**config.mk**
```make
export PLATFORM = sky130hd
export DESIGN_NAME = gpio_input_filter
export DESIGN_NICKNAME = d
export VERILOG_FILES = /design/src/rtl/gpio_input_filter.sv
export SDC_FILE = /design/constraint.sdc
export NUM_CORES = 1
export LEC_CHECK = 0
export ABC_AREA = 1
export ABC_CLOCK_PERIOD_IN_PS = 3000
export CORE_MARGIN = 1.5
export CORE_UTILIZATION = 55
export DETAILED_ROUTE_END_ITERATION = 16
export PLACE_DENSITY = 0.77
export SYNTH_ARGS = -nofsm -noshare
export SYNTH_HDL_FRONTEND = slang
export SYNTH_SLANG_ARGS = --single-unit
```
**constraint.sdc**
```tcl
create_clock -name PCLK -period 3 [get_ports PCLK]
set_input_delay 0.6 -clock PCLK [delete_from_list [all_inputs] [get_ports PCLK]]
set_output_delay 0.6 -clock PCLK [all_outputs]
set_load 0.05 [all_outputs]
```
**src/rtl/gpio_input_filter.sv**
```systemverilog
// Pad input conditioning for the GPIO block: per-pin synchroniser, optional
// debounce filter with a shared stable-length threshold, and a one-cycle change pulse.
module gpio_input_filter #(
   parameter int N_GPIOS     = 8,
   parameter int SYNC_STAGES = 2,
   parameter int CNT_W       = 16
) (
   input  logic               PCLK,
   input  logic               PRESET,
   input  logic [N_GPIOS-1:0] pins_i,
   input  logic [N_GPIOS-1:0] filt_en_i,
   input  logic [CNT_W-1:0]   filt_len_i,
   output logic [N_GPIOS-1:0] val_o,
   output logic [N_GPIOS-1:0] edge_o
);

   logic [N_GPIOS-1:0] sync_q [SYNC_STAGES];
   logic [N_GPIOS-1:0] sync_s;
   logic [CNT_W-1:0]   cnt_q  [N_GPIOS];
   logic [CNT_W-1:0]   cnt_d  [N_GPIOS];
   logic [N_GPIOS-1:0] val_d;
   logic [CNT_W:0]     len_eff;

   // plain flop chain, nothing combinational between stages
   always_ff @(posedge PCLK) begin
      if (PRESET) begin
         for (int k = 0; k < SYNC_STAGES; k++) begin
            sync_q[k] <= '0;
         end
      end else begin
         sync_q[0] <= pins_i;
         for (int k = 1; k < SYNC_STAGES; k++) begin
            sync_q[k] <= sync_q[k-1];
         end
      end
   end

   assign sync_s = sync_q[SYNC_STAGES-1];

   // a zero length behaves like one so the filter never stalls
   assign len_eff = (filt_len_i == '0) ? (CNT_W+1)'(1) : {1'b0, filt_len_i};

   always_comb begin
      val_d = val_o;
      for (int i = 0; i < N_GPIOS; i++) begin
         cnt_d[i] = cnt_q[i];
         if (!filt_en_i[i]) begin
            val_d[i] = sync_s[i];
            cnt_d[i] = '0;
         end else if (sync_s[i] == val_o[i]) begin
            cnt_d[i] = '0;
         end else if (({1'b0, cnt_q[i]} + (CNT_W+1)'(1)) >= len_eff) begin
            // widened compare so a full-scale count cannot wrap past the threshold
            val_d[i] = sync_s[i];
            cnt_d[i] = '0;
         end else begin
            cnt_d[i] = cnt_q[i] + CNT_W'(1);
         end
      end
   end

   always_ff @(posedge PCLK) begin
      if (PRESET) begin
         val_o  <= '0;
         edge_o <= '0;
         for (int i = 0; i < N_GPIOS; i++) begin
            cnt_q[i] <= '0;
         end
      end else begin
         val_o  <= val_d;
         edge_o <= val_d ^ val_o;
         for (int i = 0; i < N_GPIOS; i++) begin
            cnt_q[i] <= cnt_d[i];
         end
      end
   end

endmodule
```
==> impl_metrics.json <==
{
  "status": "finished, violations left",
  "post_synth_and_or_nand_nor_area_fraction_pct": 29.2,
  "reg2reg_to": "cnt_q[0][10]",
  "clk_transition_reported_paths_ns": 0.06,
  "ctsHoldBuffers": 0,
  "die_y_um": 141,
  "grt_pass1_wl_um": 40900,
  "design_power_total_uw": 4980,
  "met1_usage_pct": 30.4,
  "synth-seq-area-share_pct": 30.6,
  "layout.cells.non_filler": 1855,
  "boundaryPins": 50,
  "timing.critical_path.cells": "ha_4 > nand2_4 > nor2_4 > nand2_2 > nor3_2 > nand3_1 > nor2_2 > nand2_2 > xor2_2 > ha_1 > nand2_1 > inv_1 > o21ai_1 > nand3b_1 > nor2_2 > nand2_2 > nor2_4 > nand2_8 > nor2_1",
  "r2r_slack_ns": -0.03,
  "antenna_found_initial": 0,
  "synthesis.area_per_instance_um2": 7.06,
  "rsz0062_at_grt": "yes",
  "arrival_ns": 3.39,
  "global_route.usage.met2_pct": 46.1,
  "fp.dieArea_um2": 19800,
  "setup-violations-final": 4,
  "vias_per_cell": 5.14,
  "internal-power_uw": 3780,
  "syn_inst_count": 1480,
  "first_iter_violations": 483,
  "sink_count": 160,
  "synth_fa_ha_area_share_pct": 16.3,
  "clock_latency_ns": 0.43,
  "holdWs_ns": 0.401,
  "htree_levels": 4,
  "fp-row-count": 50,
  "cts_buffer_depth": 2,
  "worst_slew_pin_slew_ns": 0.604,
  "share_of_the_synthesized_area_in_compound_gates_ao_oa_aoi_oai_pct": 4.69,
  "violations": "setup timing",
  "antenna_cells_inserted": 0,
  "multi_input_comb_area_um2": 6580,
  "path_class": "register to register",
  "pwr-share-seq_pct": 43.5,
  "worst-path-max-fanout": 8,
  "cp_top_family": "simple AND/OR/NAND/NOR gates",
  "netSwitchingPower_uw": 1210,
  "final_critical_path_setup_slack_ns": -0.0304,
  "dpl.cell_count": 1805,
  "worstHoldPathCells": 2,
  "finalSetupTns_ns": -0.0668,
  "synth_top_flop_cell": "sky130_fd_sc_hd__dfxtp_1",
  "place_congestion": 0.934,
  "clock_tree_from_tritoncts": "built",
  "global_route_layer_with_the_greatest_usage": "met2",
  "time_the_worst_path_needs_with_i_o_delays_and_setup_ns": 3.03,
  "worstSetupEndpointType": "register",
  "grt_overflow_total": 0,
  "synth.net_count": 1650,
  "dominant_combinational_cell_family_by_area_after_synthesis": "simple AND/OR/NAND/NOR gates",
  "drt-total-wl_um": 26600,
  "cts.root.buffer_cell": "sky130_fd_sc_hd__clkbuf_16",
  "critPathRequiredTime_ns": 3.36,
  "drcViolationCount": 0,
  "layout.nets": 1778,
  "total_leakage_power_uw": 0.00635,
  "critPathMaxStageDelay_ns": 0.35,
  "dpl_worst_slack_ns": -0.0490,
  "worstHoldStart": "sync_q[0][2]",
  "grt_use_total_pct": 25.8,
  "fillerInstances": 1465,
  "cpMostUsedCell": "sky130_fd_sc_hd__nand2_2",
  "maximum_number_of_pins_on_one_net_before_global_route_repair": 17,
  "drv_cap": 0,
  "synth.cell_area_um2": 10500,
  "port-buffer-count": 49,
  "pwr-share-comb_pct": 10.2,
  "cts-buffers-inserted": 17,
  "first_global_vias": 9023,
  "synth_warnings": 0,
  "grt_util_met3_pct": 4.65,
  "timing.hold.worst_endpoint": "sync_q[0][10]",
  "synth_cell_types": 41,
  "post-dp-hpwl_um": 18400,
  "hold_class": "register to register",
  "yosys.area_share.xor_xnor_pct": 7.79,
  "asyncSetResetFlopFracSynth_pct": 0,
  "final-hold-violation-count": 0,
  "crit_slowest_cell": "sky130_fd_sc_hd__dfxtp_2",
  "floorplan.initialDensity_pct": 56.1,
  "drv_slew": 0,
  "fp.coreArea_um2": 18600,
  "finalCritPeriodShare_pct": 101,
  "first_pass_iters": 6,
  "layout-drive-gt1-share_pct": 14.3,
  "finalClockSkew_ns": 0.00715,
  "post_synth_mux_area_share_pct": 0,
  "area_delta_synth_final_pct": 24.6,
  "worstPathBufferInverterCount": 1,
  "die_x_um": 141,
  "worst_r2r_path_depth": 19,
  "yosys_register_bits": 160,
  "dr_total_vias": 9539,
  "setup.worst_path.start_class": "register",
  "antenna_left": 0,
  "timing.slew.headroom_pct": 59.6,
  "irDropWorstVdd_uv": 435,
  "detail_route.wl_per_cell_um": 14.3,
  "final-seq-area_um2": 3210,
  "fmaxAchievable_mhz": 330,
  "power.density_cell_area_nw_per_um2": 383,
  "power.share.switching_pct": 24.2,
  "synth_edf_count": 0,
  "p_clk_share_pct": 46.3,
  "crit-reg2reg-launch": "cnt_q[0][1]"
}
[layout make-up]
class | count | area share [%]
clock inverters | 13 | 1.44
well taps | 234 | 2.25
multi-input cells | 1016 | 50.5
flip-flops and latches | 160 | 24.7
inverters | 297 | 8.56
repair buffers | 116 | 9.23
clock buffers | 19 | 3.40
[routing by layer]
layer,routed length (um),part of all wire (%)
met4,993,3.7
met5,0,0
met2,13100,50
met3,1030,3.9
met1,11400,43
[worst reg2reg max path: cells and delay by family (launching register included)]
kind	cells	cell delay, ns
AND/OR/NAND/NOR	14	1.83
AO/OA/AOI/OAI	1	0.12
flip-flops	1	0.35
adder cells (fa/ha/maj)	2	0.46
XOR/XNOR	1	0.15
buffers and inverters	1	0.04
[synthesized netlist by cell type (all sizes together), types with 6 or more instances]
master	count	area, um^2
xnor2	14	123
xor2	79	692
and3	6	37.5
dfxtp	160	3200
inv	297	1110
nand2	278	1070
o21ai	11	55.1
nor4	9	56.3
nand4	20	125
buf	9	75.1
nor3	40	215
nor2	269	1080
a21o	7	52.6
nand3b	11	98.8
nand3	58	320
a21oi	51	255
ha	136	1700
[flip-flops by register name, summed over array words and instances (netlist names)]
name and cells:
cnt_q 128, edge_o 8, sync_q 16, val_o 8
[worst max-delay path by stage]
stage,startpoint,endpoint,slack (ns),depth (start not counted)
after floorplan,cnt_q[0][48],cnt_q[0][54],0.17,19
after global placement,filt_len_i[4],cnt_q[0][34],-0.02,12
after detailed placement,filt_len_i[4],cnt_q[0][41],-0.05,12
after CTS,cnt_q[0][32],cnt_q[0][41],0.02,20
after global routing,cnt_q[0][1],cnt_q[0][1],-0.13,19
final,cnt_q[0][1],cnt_q[0][10],-0.03,19
[cells in the final DEF, fill, tap and decap left out, drive strengths merged, types with 3 or more instances in the layout]
cell           synthesis  final
inv                  297    297
nand2                278    282
nor2                 269    269
dfxtp                160    160
ha                   136    136
xor2                  79     79
buf                    9     66
nand3                 58     58
a21oi                 51     51
clkdlybuf4s50          0     49
nor3                  40     40
nand4                 20     20
clkbuf                 2     20
xnor2                 14     14
nand3b                11     11
o21ai                 11     11
nor4                   9      9
a21o                   7      7
and3                   6      6
clkinv                 0      6
a21boi                 4      4
bufinv                 0      4
o31ai                  3      3
o21a                   3      3
a31oi                  3      3
clkinvlp               0      3
or2                    3      3
[power by group through the flow]
stage / Clock [uW] / Combinational [uW] / Sequential [uW]
2_1_floorplan: 0 / 209 / 2250
3_3_place_gp: 0 / 456 / 2210
3_5_place_dp: 0 / 466 / 2210
4_1_cts: 2330 / 474 / 2170
5_1_grt: 2420 / 555 / 2170
6_report: 2310 / 508 / 2170
[cells by family after synthesis]
logic type,count (synthesis)
and+or+nand+nor,697
buffers and inverters,308
DFF,160
adders and majority gates,136
xor gates and xnor gates,93
AOI/OAI and AO/OA,86
[metrics by stage]
stage | util, % | instance area, um^2
6_report | 69.9 | 13000
5_1_grt | 69.9 | 13000
4_1_cts | 66.5 | 12400
3_5_place_dp | 63.0 | 11700
3_3_place_gp | 63.0 | 11700
2_1_floorplan | - | 10500
[repair_timing]
item / in CTS / in global routing
gates resized for setup: 4 / 118
setup buffers: 0 / 13
endpoints found under the setup margin: 24 / 132
pin swaps: 0 / 47
cloned: 0 / 5
Note: power is estimated with default switching activity, not from simulation.
